`src/rtl/vrf_pkg.sv`:
```
// Shared types and width helpers for the VRF port scheduler.
// Holds the default geometry, the bit-width derivations and the
// read/write channel state enums used by every file of this block.
package vrf_pkg;

  localparam int DATA_WIDTH_DEF = 32;
  localparam int REG_NUM_DEF    = 32;
  localparam int LANES_DEF      = 4;
  localparam int NREQ_DEF       = 2;

  function automatic int addrBits(input int regNum);
    return $clog2(regNum);
  endfunction

  function automatic int elemBits(input int lanes);
    return $clog2(lanes);
  endfunction

  function automatic int idxBits(input int nreq);
    return $clog2(nreq);
  endfunction

  localparam int ADDR_B_DEF = addrBits(REG_NUM_DEF);
  localparam int ELEM_B_DEF = elemBits(LANES_DEF);
  localparam int IDX_B_DEF  = idxBits(NREQ_DEF);

  typedef enum logic [1:0] {
    R_IDLE,
    R_REQ,
    R_WAIT,
    R_STREAM
  } rd_state_t;

  typedef enum logic [1:0] {
    W_IDLE,
    W_REQ,
    W_DATA
  } wr_state_t;

endpackage

```
`src/rtl/vrf_port_sched_if.sv`:
```
// Bundle of every requester-side and VRF-side signal of the scheduler.
// The slave modport is the scheduler's view; the master modport is the
// view of whoever drives the requesters and models the VRF.
interface vrf_port_sched_if #(
  parameter int DATA_WIDTH = vrf_pkg::DATA_WIDTH_DEF,
  parameter int REG_NUM    = vrf_pkg::REG_NUM_DEF,
  parameter int LANES      = vrf_pkg::LANES_DEF,
  parameter int NREQ       = vrf_pkg::NREQ_DEF
);
  localparam int ADDR_B = vrf_pkg::addrBits(REG_NUM);
  localparam int ELEM_B = vrf_pkg::elemBits(LANES);

  logic [NREQ-1:0]            rd_valid_i;
  logic [NREQ*ADDR_B-1:0]     rd_a_addr_i;
  logic [NREQ*ADDR_B-1:0]     rd_b_addr_i;
  logic [NREQ*ADDR_B-1:0]     rd_c_addr_i;
  logic [NREQ-1:0]            rd_use_c_i;
  logic [NREQ-1:0]            rd_done_o;
  logic [NREQ-1:0]            rd_elem_valid_o;
  logic [NREQ-1:0]            wr_valid_i;
  logic [NREQ*ADDR_B-1:0]     wr_addr_i;
  logic [NREQ*DATA_WIDTH-1:0] wdata_i;
  logic [NREQ-1:0]            wr_ack_o;
  logic [NREQ-1:0]            wr_done_o;
  logic                       vrf_rd_req_o;
  logic                       vrf_is_c_used_o;
  logic [ADDR_B-1:0]          vrf_a_addr_o;
  logic [ADDR_B-1:0]          vrf_b_addr_o;
  logic [ADDR_B-1:0]          vrf_c_addr_o;
  logic                       vrf_rd_op_ready_i;
  logic [ELEM_B-1:0]          vrf_rd_elem_cnt_o;
  logic                       vrf_wr_req_o;
  logic                       vrf_wr_en_o;
  logic                       vrf_wr_ready_o;
  logic [ADDR_B-1:0]          vrf_wr_addr_o;
  logic [ELEM_B-1:0]          vrf_wr_elem_cnt_o;
  logic [DATA_WIDTH-1:0]      vrf_wdata_o;

  modport slave (
    input  rd_valid_i, rd_a_addr_i, rd_b_addr_i, rd_c_addr_i, rd_use_c_i,
    input  wr_valid_i, wr_addr_i, wdata_i, vrf_rd_op_ready_i,
    output rd_done_o, rd_elem_valid_o, wr_ack_o, wr_done_o,
    output vrf_rd_req_o, vrf_is_c_used_o, vrf_a_addr_o, vrf_b_addr_o, vrf_c_addr_o,
    output vrf_rd_elem_cnt_o, vrf_wr_req_o, vrf_wr_en_o, vrf_wr_ready_o,
    output vrf_wr_addr_o, vrf_wr_elem_cnt_o, vrf_wdata_o
  );

  modport master (
    output rd_valid_i, rd_a_addr_i, rd_b_addr_i, rd_c_addr_i, rd_use_c_i,
    output wr_valid_i, wr_addr_i, wdata_i, vrf_rd_op_ready_i,
    input  rd_done_o, rd_elem_valid_o, wr_ack_o, wr_done_o,
    input  vrf_rd_req_o, vrf_is_c_used_o, vrf_a_addr_o, vrf_b_addr_o, vrf_c_addr_o,
    input  vrf_rd_elem_cnt_o, vrf_wr_req_o, vrf_wr_en_o, vrf_wr_ready_o,
    input  vrf_wr_addr_o, vrf_wr_elem_cnt_o, vrf_wdata_o
  );

endinterface

```
`src/rtl/rr_arbiter.sv`:
```
// Round-robin arbiter: the requester just granted drops to lowest priority.
// The pointer names the highest-priority requester and only moves on advance,
// so a skipped (non-requesting) index never loses its place.
module rr_arbiter
  import vrf_pkg::*;
#(
  parameter int NREQ = NREQ_DEF
) (
  input  logic                     clk_i,
  input  logic                     rst_i,
  input  logic [NREQ-1:0]          req_i,
  input  logic                     adv_i,
  output logic [NREQ-1:0]          gnt_o,
  output logic [idxBits(NREQ)-1:0] idx_o
);
  localparam int IDX_B = idxBits(NREQ);

  logic [IDX_B-1:0] ptr_q;

  // Two descending passes so the final write is the lowest index at or above
  // the pointer, falling back to the lowest index below it.
  always_comb begin
    gnt_o = '0;
    idx_o = '0;
    for (int i = NREQ - 1; i >= 0; i--) begin
      if (req_i[i] && (i < int'(ptr_q))) begin
        gnt_o = NREQ'(1) << i;
        idx_o = IDX_B'(i);
      end
    end
    for (int i = NREQ - 1; i >= 0; i--) begin
      if (req_i[i] && (i >= int'(ptr_q))) begin
        gnt_o = NREQ'(1) << i;
        idx_o = IDX_B'(i);
      end
    end
  end

  // Pointer moves to the requester just after the one granted.
  always_ff @(posedge clk_i) begin
    if (rst_i) begin
      ptr_q <= '0;
    end else if (adv_i) begin
      ptr_q <= (idx_o == IDX_B'(NREQ - 1)) ? '0 : idx_o + 1'b1;
    end
  end

endmodule

```
`src/rtl/vrf_port_sched.sv`:
```
// Shares the VRF read sequencer and write port between NREQ requesters.
// Read and write channels each own a round-robin arbiter and an FSM.
// Optional feature macro: VRF_SCHED_RAW_CHECK_EN blocks a read grant for a
// requester whose source addresses hit the register being written.
module vrf_port_sched
  import vrf_pkg::*;
#(
  parameter int DATA_WIDTH = DATA_WIDTH_DEF,
  parameter int REG_NUM    = REG_NUM_DEF,
  parameter int LANES      = LANES_DEF,
  parameter int NREQ       = NREQ_DEF
) (
  input logic             clk_i,
  input logic             rst_i,
  vrf_port_sched_if.slave bus
);
  localparam int ADDR_B = addrBits(REG_NUM);
  localparam int ELEM_B = elemBits(LANES);
  localparam int IDX_B  = idxBits(NREQ);
  localparam logic [ELEM_B-1:0] LAST_ELEM = ELEM_B'(LANES - 1);

  rd_state_t         rdState_q;
  logic [IDX_B-1:0]  rdWin_q;
  logic [ADDR_B-1:0] rdA_q, rdB_q, rdC_q;
  logic              rdUseC_q;
  logic [ELEM_B-1:0] rdCnt_q;
  logic [NREQ-1:0]   rdElig, rdGnt;
  logic [IDX_B-1:0]  rdIdx;
  logic              rdAdv;

  wr_state_t         wrState_q;
  logic [IDX_B-1:0]  wrWin_q;
  logic [ADDR_B-1:0] wrAddr_q;
  logic [ELEM_B-1:0] wrCnt_q;
  logic [NREQ-1:0]   wrGnt;
  logic [IDX_B-1:0]  wrIdx;
  logic              wrAdv, wrAccept, wrLast;

  // Read eligibility: optionally mask requesters that would read a register
  // still being written by the active write burst.
  always_comb begin
    rdElig = bus.rd_valid_i;
`ifdef VRF_SCHED_RAW_CHECK_EN
    for (int i = 0; i < NREQ; i++) begin
      if ((wrState_q != W_IDLE) &&
          ((bus.rd_a_addr_i[i*ADDR_B +: ADDR_B] == wrAddr_q) ||
           (bus.rd_b_addr_i[i*ADDR_B +: ADDR_B] == wrAddr_q) ||
           (bus.rd_use_c_i[i] && (bus.rd_c_addr_i[i*ADDR_B +: ADDR_B] == wrAddr_q)))) begin
        rdElig[i] = 1'b0;
      end
    end
`endif
  end

  assign rdAdv = (rdState_q == R_IDLE) && (|rdGnt);
  assign wrAdv = (wrState_q == W_IDLE) && (|wrGnt);

  rr_arbiter #(.NREQ(NREQ)) u_rd_arb (
    .clk_i (clk_i),
    .rst_i (rst_i),
    .req_i (rdElig),
    .adv_i (rdAdv),
    .gnt_o (rdGnt),
    .idx_o (rdIdx)
  );

  rr_arbiter #(.NREQ(NREQ)) u_wr_arb (
    .clk_i (clk_i),
    .rst_i (rst_i),
    .req_i (bus.wr_valid_i),
    .adv_i (wrAdv),
    .gnt_o (wrGnt),
    .idx_o (wrIdx)
  );

  // Read FSM: latch winner, one-cycle request, wait for the VRF, stream LANES elements.
  always_ff @(posedge clk_i) begin
    if (rst_i) begin
      rdState_q <= R_IDLE;
      rdWin_q   <= '0;
      rdA_q     <= '0;
      rdB_q     <= '0;
      rdC_q     <= '0;
      rdUseC_q  <= 1'b0;
      rdCnt_q   <= '0;
    end else begin
      case (rdState_q)
        R_IDLE: begin
          if (rdAdv) begin
            rdWin_q   <= rdIdx;
            rdA_q     <= bus.rd_a_addr_i[int'(rdIdx)*ADDR_B +: ADDR_B];
            rdB_q     <= bus.rd_b_addr_i[int'(rdIdx)*ADDR_B +: ADDR_B];
            rdC_q     <= bus.rd_c_addr_i[int'(rdIdx)*ADDR_B +: ADDR_B];
            rdUseC_q  <= bus.rd_use_c_i[rdIdx];
            rdState_q <= R_REQ;
          end
        end
        R_REQ:  rdState_q <= R_WAIT;
        R_WAIT: begin
          if (bus.vrf_rd_op_ready_i) rdState_q <= R_STREAM;
        end
        R_STREAM: begin
          if (rdCnt_q == LAST_ELEM) begin
            rdCnt_q   <= '0;
            rdState_q <= R_IDLE;
          end else begin
            rdCnt_q <= rdCnt_q + 1'b1;
          end
        end
        default: rdState_q <= R_IDLE;
      endcase
    end
  end

  assign wrAccept = (wrState_q == W_DATA) && bus.wr_valid_i[wrWin_q];
  assign wrLast   = wrAccept && (wrCnt_q == LAST_ELEM);

  // Write FSM: latch winner, one-cycle request, then accept LANES elements with stalls.
  always_ff @(posedge clk_i) begin
    if (rst_i) begin
      wrState_q <= W_IDLE;
      wrWin_q   <= '0;
      wrAddr_q  <= '0;
      wrCnt_q   <= '0;
    end else begin
      case (wrState_q)
        W_IDLE: begin
          if (wrAdv) begin
            wrWin_q   <= wrIdx;
            wrAddr_q  <= bus.wr_addr_i[int'(wrIdx)*ADDR_B +: ADDR_B];
            wrState_q <= W_REQ;
          end
        end
        W_REQ:  wrState_q <= W_DATA;
        W_DATA: begin
          if (wrLast) begin
            wrCnt_q   <= '0;
            wrState_q <= W_IDLE;
          end else if (wrAccept) begin
            wrCnt_q <= wrCnt_q + 1'b1;
          end
        end
        default: wrState_q <= W_IDLE;
      endcase
    end
  end

  assign bus.vrf_rd_req_o      = (rdState_q == R_REQ);
  assign bus.vrf_is_c_used_o   = rdUseC_q;
  assign bus.vrf_a_addr_o      = rdA_q;
  assign bus.vrf_b_addr_o      = rdB_q;
  assign bus.vrf_c_addr_o      = rdC_q;
  assign bus.vrf_rd_elem_cnt_o = rdCnt_q;
  assign bus.rd_done_o         = ((rdState_q == R_WAIT) && bus.vrf_rd_op_ready_i) ?
                                 (NREQ'(1) << rdWin_q) : '0;
  assign bus.rd_elem_valid_o   = (rdState_q == R_STREAM) ? (NREQ'(1) << rdWin_q) : '0;

  assign bus.vrf_wr_req_o      = (wrState_q == W_REQ);
  assign bus.vrf_wr_en_o       = wrAccept;
  assign bus.vrf_wr_ready_o    = wrLast;
  assign bus.vrf_wr_addr_o     = wrAddr_q;
  assign bus.vrf_wr_elem_cnt_o = wrCnt_q;
  assign bus.wr_ack_o          = wrAccept ? (NREQ'(1) << wrWin_q) : '0;
  assign bus.wr_done_o         = wrLast ? (NREQ'(1) << wrWin_q) : '0;
  assign bus.vrf_wdata_o       = (wrState_q == W_DATA) ?
                                 bus.wdata_i[int'(wrWin_q)*DATA_WIDTH +: DATA_WIDTH] : '0;

endmodule

```
`src/flat_wrapper.sv`:
```
// flat-port wrapper written by rule: the top's interface ports become plain ports
module vrf_port_sched_flat import vrf_pkg::*;
#(
  parameter int DATA_WIDTH = DATA_WIDTH_DEF,
  parameter int REG_NUM    = REG_NUM_DEF,
  parameter int LANES      = LANES_DEF,
  parameter int NREQ       = NREQ_DEF
)
  (clk_i, rst_i, bus_rd_valid_i, bus_rd_a_addr_i, bus_rd_b_addr_i, bus_rd_c_addr_i, bus_rd_use_c_i, bus_wr_valid_i, bus_wr_addr_i, bus_wdata_i, bus_vrf_rd_op_ready_i, bus_rd_done_o, bus_rd_elem_valid_o, bus_wr_ack_o, bus_wr_done_o, bus_vrf_rd_req_o, bus_vrf_is_c_used_o, bus_vrf_a_addr_o, bus_vrf_b_addr_o, bus_vrf_c_addr_o, bus_vrf_rd_elem_cnt_o, bus_vrf_wr_req_o, bus_vrf_wr_en_o, bus_vrf_wr_ready_o, bus_vrf_wr_addr_o, bus_vrf_wr_elem_cnt_o, bus_vrf_wdata_o);
  vrf_port_sched_if #(.DATA_WIDTH(DATA_WIDTH), .REG_NUM(REG_NUM), .LANES(LANES), .NREQ(NREQ)) bus_i ();
  input logic clk_i;
  input logic rst_i;
  input wire logic [$bits(bus_i.rd_valid_i)-1:0] bus_rd_valid_i;
  input wire logic [$bits(bus_i.rd_a_addr_i)-1:0] bus_rd_a_addr_i;
  input wire logic [$bits(bus_i.rd_b_addr_i)-1:0] bus_rd_b_addr_i;
  input wire logic [$bits(bus_i.rd_c_addr_i)-1:0] bus_rd_c_addr_i;
  input wire logic [$bits(bus_i.rd_use_c_i)-1:0] bus_rd_use_c_i;
  input wire logic [$bits(bus_i.wr_valid_i)-1:0] bus_wr_valid_i;
  input wire logic [$bits(bus_i.wr_addr_i)-1:0] bus_wr_addr_i;
  input wire logic [$bits(bus_i.wdata_i)-1:0] bus_wdata_i;
  input wire logic [$bits(bus_i.vrf_rd_op_ready_i)-1:0] bus_vrf_rd_op_ready_i;
  output wire logic [$bits(bus_i.rd_done_o)-1:0] bus_rd_done_o;
  output wire logic [$bits(bus_i.rd_elem_valid_o)-1:0] bus_rd_elem_valid_o;
  output wire logic [$bits(bus_i.wr_ack_o)-1:0] bus_wr_ack_o;
  output wire logic [$bits(bus_i.wr_done_o)-1:0] bus_wr_done_o;
  output wire logic [$bits(bus_i.vrf_rd_req_o)-1:0] bus_vrf_rd_req_o;
  output wire logic [$bits(bus_i.vrf_is_c_used_o)-1:0] bus_vrf_is_c_used_o;
  output wire logic [$bits(bus_i.vrf_a_addr_o)-1:0] bus_vrf_a_addr_o;
  output wire logic [$bits(bus_i.vrf_b_addr_o)-1:0] bus_vrf_b_addr_o;
  output wire logic [$bits(bus_i.vrf_c_addr_o)-1:0] bus_vrf_c_addr_o;
  output wire logic [$bits(bus_i.vrf_rd_elem_cnt_o)-1:0] bus_vrf_rd_elem_cnt_o;
  output wire logic [$bits(bus_i.vrf_wr_req_o)-1:0] bus_vrf_wr_req_o;
  output wire logic [$bits(bus_i.vrf_wr_en_o)-1:0] bus_vrf_wr_en_o;
  output wire logic [$bits(bus_i.vrf_wr_ready_o)-1:0] bus_vrf_wr_ready_o;
  output wire logic [$bits(bus_i.vrf_wr_addr_o)-1:0] bus_vrf_wr_addr_o;
  output wire logic [$bits(bus_i.vrf_wr_elem_cnt_o)-1:0] bus_vrf_wr_elem_cnt_o;
  output wire logic [$bits(bus_i.vrf_wdata_o)-1:0] bus_vrf_wdata_o;
  assign bus_i.rd_valid_i = bus_rd_valid_i;
  assign bus_i.rd_a_addr_i = bus_rd_a_addr_i;
  assign bus_i.rd_b_addr_i = bus_rd_b_addr_i;
  assign bus_i.rd_c_addr_i = bus_rd_c_addr_i;
  assign bus_i.rd_use_c_i = bus_rd_use_c_i;
  assign bus_i.wr_valid_i = bus_wr_valid_i;
  assign bus_i.wr_addr_i = bus_wr_addr_i;
  assign bus_i.wdata_i = bus_wdata_i;
  assign bus_i.vrf_rd_op_ready_i = bus_vrf_rd_op_ready_i;
  assign bus_rd_done_o = bus_i.rd_done_o;
  assign bus_rd_elem_valid_o = bus_i.rd_elem_valid_o;
  assign bus_wr_ack_o = bus_i.wr_ack_o;
  assign bus_wr_done_o = bus_i.wr_done_o;
  assign bus_vrf_rd_req_o = bus_i.vrf_rd_req_o;
  assign bus_vrf_is_c_used_o = bus_i.vrf_is_c_used_o;
  assign bus_vrf_a_addr_o = bus_i.vrf_a_addr_o;
  assign bus_vrf_b_addr_o = bus_i.vrf_b_addr_o;
  assign bus_vrf_c_addr_o = bus_i.vrf_c_addr_o;
  assign bus_vrf_rd_elem_cnt_o = bus_i.vrf_rd_elem_cnt_o;
  assign bus_vrf_wr_req_o = bus_i.vrf_wr_req_o;
  assign bus_vrf_wr_en_o = bus_i.vrf_wr_en_o;
  assign bus_vrf_wr_ready_o = bus_i.vrf_wr_ready_o;
  assign bus_vrf_wr_addr_o = bus_i.vrf_wr_addr_o;
  assign bus_vrf_wr_elem_cnt_o = bus_i.vrf_wr_elem_cnt_o;
  assign bus_vrf_wdata_o = bus_i.vrf_wdata_o;
  vrf_port_sched #(.DATA_WIDTH(DATA_WIDTH), .REG_NUM(REG_NUM), .LANES(LANES), .NREQ(NREQ)) u_core (.clk_i(clk_i), .rst_i(rst_i), .bus(bus_i));
endmodule
```
`config.mk`:
```
export PLATFORM = sky130hd
export DESIGN_NAME = vrf_port_sched_flat
export DESIGN_NICKNAME = d
export VERILOG_FILES = /design/src/rtl/vrf_pkg.sv /design/src/rtl/vrf_port_sched_if.sv /design/src/rtl/rr_arbiter.sv /design/src/rtl/vrf_port_sched.sv /design/src/flat_wrapper.sv
export SDC_FILE = /design/constraint.sdc
export NUM_CORES = 1
export LEC_CHECK = 0
export CAP_MARGIN = 5
export CORE_ASPECT_RATIO = 1.75
export CORE_UTILIZATION = 35
export CTS_CLUSTER_DIAMETER = 150
export CTS_CLUSTER_SIZE = 12
export DETAILED_ROUTE_END_ITERATION = 10
export PLACE_DENSITY = 0.87
export SYNTH_ARGS = -nofsm -noshare
export SYNTH_HDL_FRONTEND = slang
export SYNTH_SLANG_ARGS = --single-unit
```
`constraint.sdc`:
```
create_clock -name clk_i -period 2.7 [get_ports clk_i]
set_input_delay 0.54 -clock clk_i [delete_from_list [all_inputs] [get_ports clk_i]]
set_output_delay 0.54 -clock clk_i [all_outputs]
set_load 0.02 [all_outputs]
```
Word-level counts from Yosys, hierarchy flattened --
Cells that the tools add are included.
Cells by class: add/subtract/negate cells 4, multiply operators 2, order comparisons 6, equality and inequality tests 12, shift-type cells 7, muxes and demuxes 31, reduce and logical (&&, ||, !) cells 19
Operators with widths (count):
- indexed part select 10 x 32 -> 5 bit | 4
- indexed part select 64 x 7 -> 32 bit | 1
- two-way mux 2 bit | 16
- two-way mux 32 bit | 1
- two-way mux 1 bit | 12
- == test 2 bit (second input constant) | 5
- logical AND 1 bit | 9
- multiplier 1 x 3 -> 4 bit (second input constant) | 2
- one-hot mux 2 bit (4 select lines) | 1
- AND reduction 2 bit | 4
- inequality test 2 x 1 -> 1 bit (second input constant) | 3
- one-hot mux 2 bit (3 select lines) | 1
- adder 2 x 1 -> 2 bit (second input constant) | 2
- == test 2 x 1 -> 1 bit (second input constant) | 2
- logical NOT 2 bit | 2
- < comparator 1 x 2 -> 1 bit (second input constant) | 2
- inequality test 2 bit (second input constant) | 2
- OR reduction 2 bit | 2
- left shift 1 x 1 -> 2 bit (first input constant) | 2
- AND reduction 3 bit | 1
- adder 1 bit (second input constant) | 2
- greater-or-equal comparator 1 bit (first input constant) | 2
- < comparator 1 bit (first input constant) | 2
- nonzero test 2 bit | 1
Word-level totals: register bits 33, input port bits 113, output and inout port bits 69, logic and storage cells 94

Logic depth before layout (Yosys ltp) --
word-level depth 9, gate-level depth with buffers 7, gate-level depth less buffers 5

Modules after synthesis --
A second synthesis with hierarchy kept.
Unflattened totals: cell total of the unflattened synthesis 250, area total of the unflattened synthesis 2124.5 um^2
Modules (own cells, without submodules):
- vrf_port_sched | times used 1, cells an instance 236, area an instance 2001.9 um^2, sequential area each 620.6 um^2
- rr_arbiter | times used 2, cells an instance 7, area an instance 61.3 um^2, sequential area each 20.0 um^2

Worst setup path before layout --
OpenSTA, ideal clock, no wires.
path type reg2out, start register u_core.wrState_q[0], end output bus_vrf_wdata_o[10], arrival time 1.114 ns, data required time 2.160 ns, path slack 1.046 ns, cell stages (with the launch flop) 5, path buffers 2, cell sequence dfxtp_1 > nand2b_1 > buf_2 > buf_2 > nor2_1
Between the ends: cells in the longest elaborated chain, start to end 2
Ends and longest elaborated chain:
- from (decl) | line vrf_port_sched.sv:31 | wr_state_t wrState_q;
- from (signal assigned) | line vrf_port_sched.sv:121 | wrState_q <= W_IDLE;
- from (signal assigned) | line vrf_port_sched.sv:131 | wrState_q <= W_REQ;
- from (signal assigned) | line vrf_port_sched.sv:134 | W_REQ: wrState_q <= W_DATA;
- == test 2 bit | line vrf_port_sched.sv:165 | assign bus.vrf_wdata_o = (wrState_q == W_DATA) ?
- two-way mux 32 bit | line vrf_port_sched.sv:165
- to (decl) | line flat_wrapper.sv:37 | output wire logic [$bits(bus_i.vrf_wdata_o)-1:0] bus_vrf_wdata_o;
No other way between the ends.

Worst setup path after layout --
start input bus_wr_valid_i[1], end output bus_wr_ack_o[1]
Between the ends: cells in the longest elaborated chain, start to end 4
Ends and longest elaborated chain:
- from (decl) | line flat_wrapper.sv:18 | input wire logic [$bits(bus_i.wr_valid_i)-1:0] bus_wr_valid_i;
- two-way mux 1 bit (not written as such) (2 in a row) | line vrf_port_sched.sv:115 | assign wrAccept = (wrState_q == W_DATA) && bus.wr_valid_i[wrWin_q];
- logical AND 1 bit | line vrf_port_sched.sv:115
- two-way mux 2 bit | line vrf_port_sched.sv:163 | assign bus.wr_ack_o = wrAccept ? (NREQ'(1) << wrWin_q) : '0;
- to (decl) | line flat_wrapper.sv:24 | output wire logic [$bits(bus_i.wr_ack_o)-1:0] bus_wr_ack_o;
No other way between the ends. The select of a mux whose other input is x is not followed.

==> impl_metrics.prom <==
# TYPE chip_impl_metric gauge
chip_impl_metric{name="gr-usage-met2",unit="%"} 44.3
chip_impl_metric{name="finish.net_count",unit=""} 571
chip_impl_info{name="cpLargestDelayFamily",value="buffers and inverters"} 1
chip_impl_metric{name="ant_nets",unit=""} 0
chip_impl_metric{name="maxClockFrequency",unit="GHz"} 0.389
chip_impl_metric{name="weighted_congestion_reported_at_the_end_of_routability_driven_placement",unit=""} 0.791
chip_impl_info{name="rsz0062_at_grt",value="no"} 1
chip_impl_metric{name="syn_avg_cell_area",unit="um^2"} 7.76
chip_impl_metric{name="grt_use_met1",unit="%"} 26.5
chip_impl_metric{name="worst_pin_slew",unit="ps"} 596
chip_impl_metric{name="worstSkewPairLatency",unit="ps"} 290
chip_impl_metric{name="track_usage",unit="%"} 25.8
chip_impl_metric{name="dpl.hpwl",unit="um"} 6680
chip_impl_metric{name="global_route.overflow_total",unit=""} 0
chip_impl_metric{name="critical_path_required_time",unit="ps"} 2160
chip_impl_metric{name="post_layout_nonfiller_instances",unit=""} 530
chip_impl_metric{name="avgViaCountPerCell",unit=""} 5.31
chip_impl_metric{name="placed_cell_areas",unit="um^2"} 4030
chip_impl_metric{name="cts-hold-fix-buffers",unit=""} 0
chip_impl_info{name="synth.top_cells.by_area",value="sky130_fd_sc_hd__dfxtp_1 31%, sky130_fd_sc_hd__mux2i_1 16%, sky130_fd_sc_hd__nand4_1 9.9%"} 1
chip_impl_metric{name="clk_sinks",unit=""} 33
chip_impl_metric{name="vdd_ir_drop_max",unit="V"} 0.000486
chip_impl_metric{name="finalCritPeriodShare",unit="%"} 95.3
chip_impl_metric{name="die_width",unit="um"} 61.1
chip_impl_info{name="hp-class",value="reg -> reg"} 1
chip_impl_metric{name="antenna_diode_count",unit=""} 0
chip_impl_info{name="worst_path_max_delay_cell",value="sky130_fd_sc_hd__clkdlybuf4s50_1"} 1
chip_impl_metric{name="synth_seq_cells",unit=""} 33
chip_impl_metric{name="max_cap_violations",unit=""} 0
chip_impl_metric{name="hold_viol",unit=""} 0
chip_impl_metric{name="die_height",unit="um"} 105
chip_impl_info{name="synth_largest_area_cell",value="sky130_fd_sc_hd__dfxtp_1"} 1
chip_impl_metric{name="detail_route.wl_per_cell",unit="um"} 15.7
chip_impl_metric{name="syn2layout_area_growth",unit="%"} 94.1
chip_impl_info{name="cts_tree",value="built"} 1
chip_impl_metric{name="syn-instance-count",unit=""} 276
chip_impl_metric{name="final_area",unit="um^2"} 4160
chip_impl_metric{name="finalCriticalPeriod",unit="ps"} 2570
chip_impl_metric{name="cts_made_buffers",unit=""} 5
chip_impl_metric{name="cp_slowest_stage_delay",unit="ps"} 630
chip_impl_metric{name="placedCellCount",unit=""} 522
chip_impl_info{name="cpMostUsedCell",value="sky130_fd_sc_hd__clkdlybuf4s50_1"} 1
chip_impl_metric{name="r2r_setup_slack",unit="ps"} 880
chip_impl_metric{name="power_per_cell_area",unit="nW/um^2"} 558
chip_impl_metric{name="total_area_of_multi_input_combinational_cells",unit="um^2"} 1360
chip_impl_metric{name="fillCellCount",unit=""} 475
chip_impl_info{name="critical_path_class",value="in -> out"} 1
chip_impl_metric{name="clock_tree.buffer_depth",unit=""} 2
chip_impl_metric{name="yosys.cell_types.count",unit=""} 30
chip_impl_metric{name="synth_top_cell_area_share",unit="%"} 30.9
chip_impl_info{name="status",value="complete, no violations"} 1
chip_impl_metric{name="finalClockSkew",unit="ps"} 6.23
chip_impl_metric{name="setup_viol",unit=""} 0
chip_impl_metric{name="num_vias",unit=""} 2814
chip_impl_metric{name="dr.first_iter.drc_count",unit=""} 123
chip_impl_info{name="worstPathCellList",value="clkdlybuf4s50_1 > buf_4 > nand2_1 > nor2_1 > clkdlybuf4s50_1"} 1
chip_impl_metric{name="detail_route.wirelength",unit="um"} 8340
chip_impl_metric{name="grt_antenna_before_repair",unit=""} 0
chip_impl_metric{name="fp.dieArea",unit="um^2"} 6450
chip_impl_info{name="clk_root_buffer_cell",value="sky130_fd_sc_hd__clkbuf_8"} 1
chip_impl_metric{name="share_of_cells_above_drive_strength_1",unit="%"} 5.75
chip_impl_metric{name="initial_utilization",unit="%"} 36.4
chip_impl_metric{name="design.portCount",unit=""} 182
chip_impl_info{name="cp-end-kind",value="output port"} 1
chip_impl_metric{name="critical_path.max_fanout",unit=""} 4
chip_impl_metric{name="max-slew-margin-rel",unit="%"} 60.2
chip_impl_metric{name="static-leakage-power",unit="nW"} 1.47
chip_impl_metric{name="groute.layer.met3.usage",unit="%"} 11.8
chip_impl_metric{name="finalMaxSlewViolations",unit=""} 0
chip_impl_info{name="globalRoute.busiestLayer",value="met2"} 1
chip_impl_metric{name="synth_seq_area_share",unit="%"} 30.9
chip_impl_metric{name="number_of_nets_in_the_synthesized_netlist",unit=""} 396
chip_impl_metric{name="vias_in_the_first_global_route",unit=""} 2613
chip_impl_metric{name="synth_area",unit="um^2"} 2140
chip_impl_metric{name="global_route_wire_length_before_repair",unit="um"} 12500
chip_impl_metric{name="htree_levels",unit=""} 2
chip_impl_metric{name="dr.pass1.iters",unit=""} 6
chip_impl_metric{name="total_power",unit="mW"} 2.32
chip_impl_info{name="setup.worst_path.start_class",value="input pin"} 1
chip_impl_metric{name="clk_pin_slew",unit="ps"} 70
chip_impl_metric{name="grt_start_max_net_pins",unit=""} 34
chip_impl_metric{name="placement_rows",unit=""} 37
chip_impl_metric{name="core_region_area",unit="um^2"} 5880
chip_impl_metric{name="drt_drc_violations_left",unit=""} 0
chip_impl_metric{name="regArea",unit="um^2"} 662
chip_impl_metric{name="io_buffer_count",unit=""} 181
chip_impl_metric{name="worstPathBufferInverterCount",unit=""} 3
chip_impl_metric{name="timing.critical_path.arrival",unit="ps"} 2030
chip_impl_metric{name="yosysWarningCount",unit=""} 0
per-stage QoR:
stage	TNS, ps	hold WS (ps)	setup WS [ps]	utilization [%]
floorplan	0	450	1050	-
global placement	0	468	18.3	68.6
detailed placement	-22.2	473	-22.2	68.6
CTS	0	483	13.5	70.6
global route	0	508	44.2	70.7
finish	0	480	127	70.7
cells in the final DEF (no fill, tap or decap), drive strengths merged, types with 3 or more instances in the layout:
cell / Yosys / layout
clkdlybuf4s50: 0 / 181
nor2: 45 / 45
mux2i: 35 / 35
nand4: 34 / 34
dfxtp: 33 / 33
a31oi: 23 / 23
nand2: 22 / 22
buf: 16 / 11
nand3: 10 / 10
o21ai: 9 / 9
nand2b: 8 / 8
ha: 7 / 7
clkbuf: 8 / 7
a21oi: 6 / 6
inv: 4 / 4
nor3b: 3 / 3
sequential cells by signal (all words and copies together) (netlist names):
signal and cells:
u_core.bus.vrf_a_addr_o 5, u_core.bus.vrf_b_addr_o 5, u_core.bus.vrf_c_addr_o 5, u_core.bus.vrf_wr_addr_o 5
u_core.bus.vrf_rd_elem_cnt_o 2, u_core.bus.vrf_wr_elem_cnt_o 2, u_core.rdState_q 2, u_core.wrState_q 2
u_core.bus.vrf_is_c_used_o 1, u_core.rdWin_q 1, u_core.u_rd_arb.ptr_q 1, u_core.u_wr_arb.ptr_q 1
u_core.wrWin_q 1
path summary, 6_finish.rpt:
path | endpoint | start | cells after the start
hold / removal | u_core.bus.vrf_c_addr_o[0] | u_core.bus.vrf_c_addr_o[0] | 2
setup reg to reg | u_core.rdState_q[1] | u_core.rdState_q[1] | 5
setup / recovery | bus_wr_ack_o[1] | bus_wr_valid_i[1] | 5
hold reg to reg | u_core.bus.vrf_c_addr_o[0] | u_core.bus.vrf_c_addr_o[0] | 2
routing by layer:
metal | part of all wire [%] | routed length, um | vias up
met1 | 34 | 2840 | 1269
met5 | 0 | 0 | -
met4 | 1.9 | 156 | 0
li1 | - | - | 1350
met2 | 49 | 4060 | 185
met3 | 15 | 1290 | 10
timing repair:
action / 4_1_cts / 5_1_grt
buffers inserted: 0 / 0
gates resized for setup: 1 / 1
setup endpoints to repair: 1 / 26
hold endpoints to repair: 0 / 0
gates cloned: 0 / 0
cell usage after synthesis (all sizes together):
cell type	n
nor2	45
mux2i	35
nand4	34
dfxtp	33
a31oi	23
nand2	22
buf	16
nand3	10
o21ai	9
clkbuf	8
nand2b	8
ha	7
a21oi	6
inv	4
nor3b	3
a311oi	2
nor2b	2
a211oi	1
a31o	1
and2	1
and3	1
nand3b	1
nor3	1
or2	1
or3b	1
or4	1
worst register-to-register path, delay by kind of cell, from the launching register on:
kind,cells,cell delay (ps)
and+or+nand+nor,1,450
adders and majority gates,1,450
AOI/OAI and AO/OA,2,390
buffers and inverters,1,130
DFF,1,330
cell type report:
class                           count  share of cell area [%]
Timing Repair Buffer              192                    45.9
Tap cell                           78                    2.35
Sequential cell                    33                    15.9
Clock inverter                      1                   0.723
Clock buffer                        7                    2.08
Inverter                            4                   0.361
Multi-Input combinational cell    215                    32.7
cells by family after synthesis:
| group | after synthesis | synth area share [%] |
|---|---|---|
| flip-flops | 33 | 30.9 |
| AND/OR/NAND/NOR | 131 | 30.7 |
| AO/OA/AOI/OAI | 42 | 12.0 |
| multiplexers | 35 | 16.4 |
| adder cells (fa/ha/maj) | 7 | 4.09 |
| buffers and inverters | 28 | 6.02 |
report_power, final:
| part | switching (mW) | internal [mW] | total [mW] | leakage, nW |
|---|---|---|---|---|
| clock | 0.186 | 0.301 | 0.487 | 0.0585 |
| combinational | 0.621 | 0.558 | 1.18 | 1.14 |
| sequential | 0.0683 | 0.584 | 0.652 | 0.272 |
Power figures use the tool's default switching activity.
==> RTL edit (same flow settings) <==
The option `VRF_SCHED_RAW_CHECK_EN` is turned on by a define.
--- a/src/rtl/vrf_port_sched.sv
+++ b/src/rtl/vrf_port_sched.sv
@@ -2,6 +2,8 @@
 // Read and write channels each own a round-robin arbiter and an FSM.
 // Optional feature macro: VRF_SCHED_RAW_CHECK_EN blocks a read grant for a
 // requester whose source addresses hit the register being written.
+`define VRF_SCHED_RAW_CHECK_EN
+
 module vrf_port_sched
   import vrf_pkg::*;
 #(
Formal check against the unedited RTL: not equivalent (Yosys sat finds a counterexample within 4 cycles, from zero or initial values and one cycle with rst_i high).
==> RTL edit against the original RTL <==
Highest routed layer unchanged; cell area increased by 13%; sequential share of layout area fell by 1.8 points; worst setup slack better by 46 ps; sequential cell count is the same; core utilization decreased by 5.4 points; largest power group unchanged; routed wire length is 15% higher; total power rose by 4.2%; area after synthesis grew 21%.
==> RTL edit: results (changes against the original RTL) <==
* Status: completed (unchanged)
* Met2 Track Usage GR at 49.1% (was 44.3%)
* Gr usage total at 26.2% (was 25.8%)
* RePlAce Congestion at 0.875 (was 0.791)
* Cell leakage power at 1.89 nW (was 1.47 nW)
* Worst slack at placement at -72.6 ps (was -22.2 ps)
* GR Layer Usage met3 at 6.59% (was 11.8%)
* Largest net degree at the start of global routing at 26 (was 34)
* Post-synth top cells: 59 x nor2_1, 41 x mux2i_1, 37 x inv_1, 33 x dfxtp_1, 21 x nand3_1 (was 45 x nor2_1, 35 x mux2i_1, 34 x nand4_1, 33 x dfxtp_1, 23 x a31oi_1)
* Ys async rst share at 0% (unchanged)
* Post-synth top area share at 25.5% (was 30.9%)
* Clock Tree Root: clkbuf_16 (was clkbuf_8)
* Skew final at 5.83 ps (was 6.23 ps)
* CP Max Fanout at 2 (was 4)
* Sequential area share after synthesis at 25.5% (was 30.9%)
* Max clock buf depth at 2 (unchanged)
* Hpwl dp at 7.96 mm (was 6.68 mm)
* Post-synthesis cell type count at 42 (was 30)
* Initial antenna violation count at 0 (unchanged)
* Worst EP arrival at 1990 ps (was 2030 ps)
* Routed vias at 3,038 (was 2,814)
* Worst slew pin tran at 591 ps (was 596 ps)
* Worst-Skew Late Latency at 280 ps
* Drt initial violations at 151 (was 123)
* Kind of cell adding the most delay to the critical path: buffers and inverters (unchanged)
* Area contributors post-synth: dfxtp_1 26%, mux2i_1 16%, nor2_1 8.6% (was dfxtp_1 31%, mux2i_1 16%, nand4_1 9.9%)
* Worst-path clk slew at 50 ps (was 70 ps)
* Number of buffers created by CTS at 5 (unchanged)
* Share of cells above drive strength 1 at 9.98% (was 5.75%)
* Critical Path Max Stage Delay at 640 ps
* Global-route wire length before repair at 15.0 mm (was 12.5 mm)
* Cell area after synthesis at 0.00259 mm^2 (was 0.00214 mm^2)
* Syn nets at 430 (was 396)
* Number of global-route vias before repair at 3,246 (was 2,613)
* NumNets Final at 621 (was 571)
* Post-Route WL at 9.62 mm (was 8.34 mm)
* Switching Fraction at 35.9% (was 37.8%)
* Ys Warns at 0 (unchanged)
* Fillers at 587 (was 475)
* H-tree levels at 2 (unchanged)
* Hold Crit Class: register to register (unchanged)
* TritonRoute pass-1 iters at 4 (was 6)
* Port buffer count at 181 (unchanged)
* Top FF cell, synth: dfxtp_1 (unchanged)
* VDD IR max at 0.263 mV (was 0.486 mV)
* CP max stage cell: clkdlybuf4s50_1 (unchanged)
* Grt met1 use at 23.4% (was 26.5%)
* Diode count at 0 (unchanged)
## RTL edit: kinds of logic after synthesis
logic type,Yosys count,share of synthesized area [%]
mux,42,16.3
xor+xnor,30,11.3
simple gates,106,18.6
buf+inv,58,11.7
fa+ha+maj,6,2.90
flops,33,25.5
compound gates,36,13.7
## RTL edit: tightest hold or removal path: cells and delay by family (launching register included)
family / cells / cell delay [ps]
flip-flops: 1 / 330
AND/OR/NAND/NOR: 1 / 60
AO/OA/AOI/OAI: 1 / 60
## RTL edit: area by class of cell
| type | count | share of cell area [%] |
|---|---|---|
| repair buffers | 205 | 43.0 |
| multi-input cells | 220 | 34.8 |
| flip-flops and latches | 33 | 14.1 |
| inverters | 37 | 2.96 |
| clock buffers | 5 | 2.67 |
| well taps | 86 | 2.29 |
| clock inverters | 1 | 0.107 |
## RTL edit: stage by stage
step | util (%) | instance area, um^2 | cells
2_1_floorplan | - | 2590 | 311
3_3_place_gp | 63.5 | 4560 | 581
3_5_place_dp | 63.5 | 4560 | 581
4_1_cts | 65.3 | 4690 | 587
5_1_grt | 65.3 | 4690 | 587
6_report | 65.3 | 4690 | 587
## RTL edit: power by group through the flow
stage	registers, mW	logic, mW	clock network [mW]
final	0.705	1.19	0.524
after CTS	0.703	1.19	0.533
after global placement	0.706	1.15	0
after detailed placement	0.712	1.18	0
after global routing	0.718	1.28	0.555
after floorplan	0.769	0.564	0
## RTL edit: what timing repair did
action	4_1_cts	5_1_grt
hold endpoints to repair	0	0
buffers inserted	0	0
endpoints found under the setup margin	1	1
resized for setup	1	1
hold buffers	0	0
## RTL edit: path summary, 6_finish.rpt
check	startpoint	end	depth (start not counted)	slack [ps]
worst max register to register	u_core.bus.vrf_wr_addr_o[0]	u_core.bus.vrf_b_addr_o[1]	8	360
worst max-delay path	bus_wr_valid_i[1]	bus_wr_done_o[1]	5	170
worst min-delay path	u_core.bus.vrf_a_addr_o[1]	u_core.bus.vrf_a_addr_o[1]	2	490
worst min register to register	u_core.bus.vrf_a_addr_o[1]	u_core.bus.vrf_a_addr_o[1]	2	490
## RTL edit: metal layers
metal	up-vias	wire, um
li1	1437	-
met1	1387	3030
met2	178	5280
met3	36	775
met4	0	531
met5	-	0
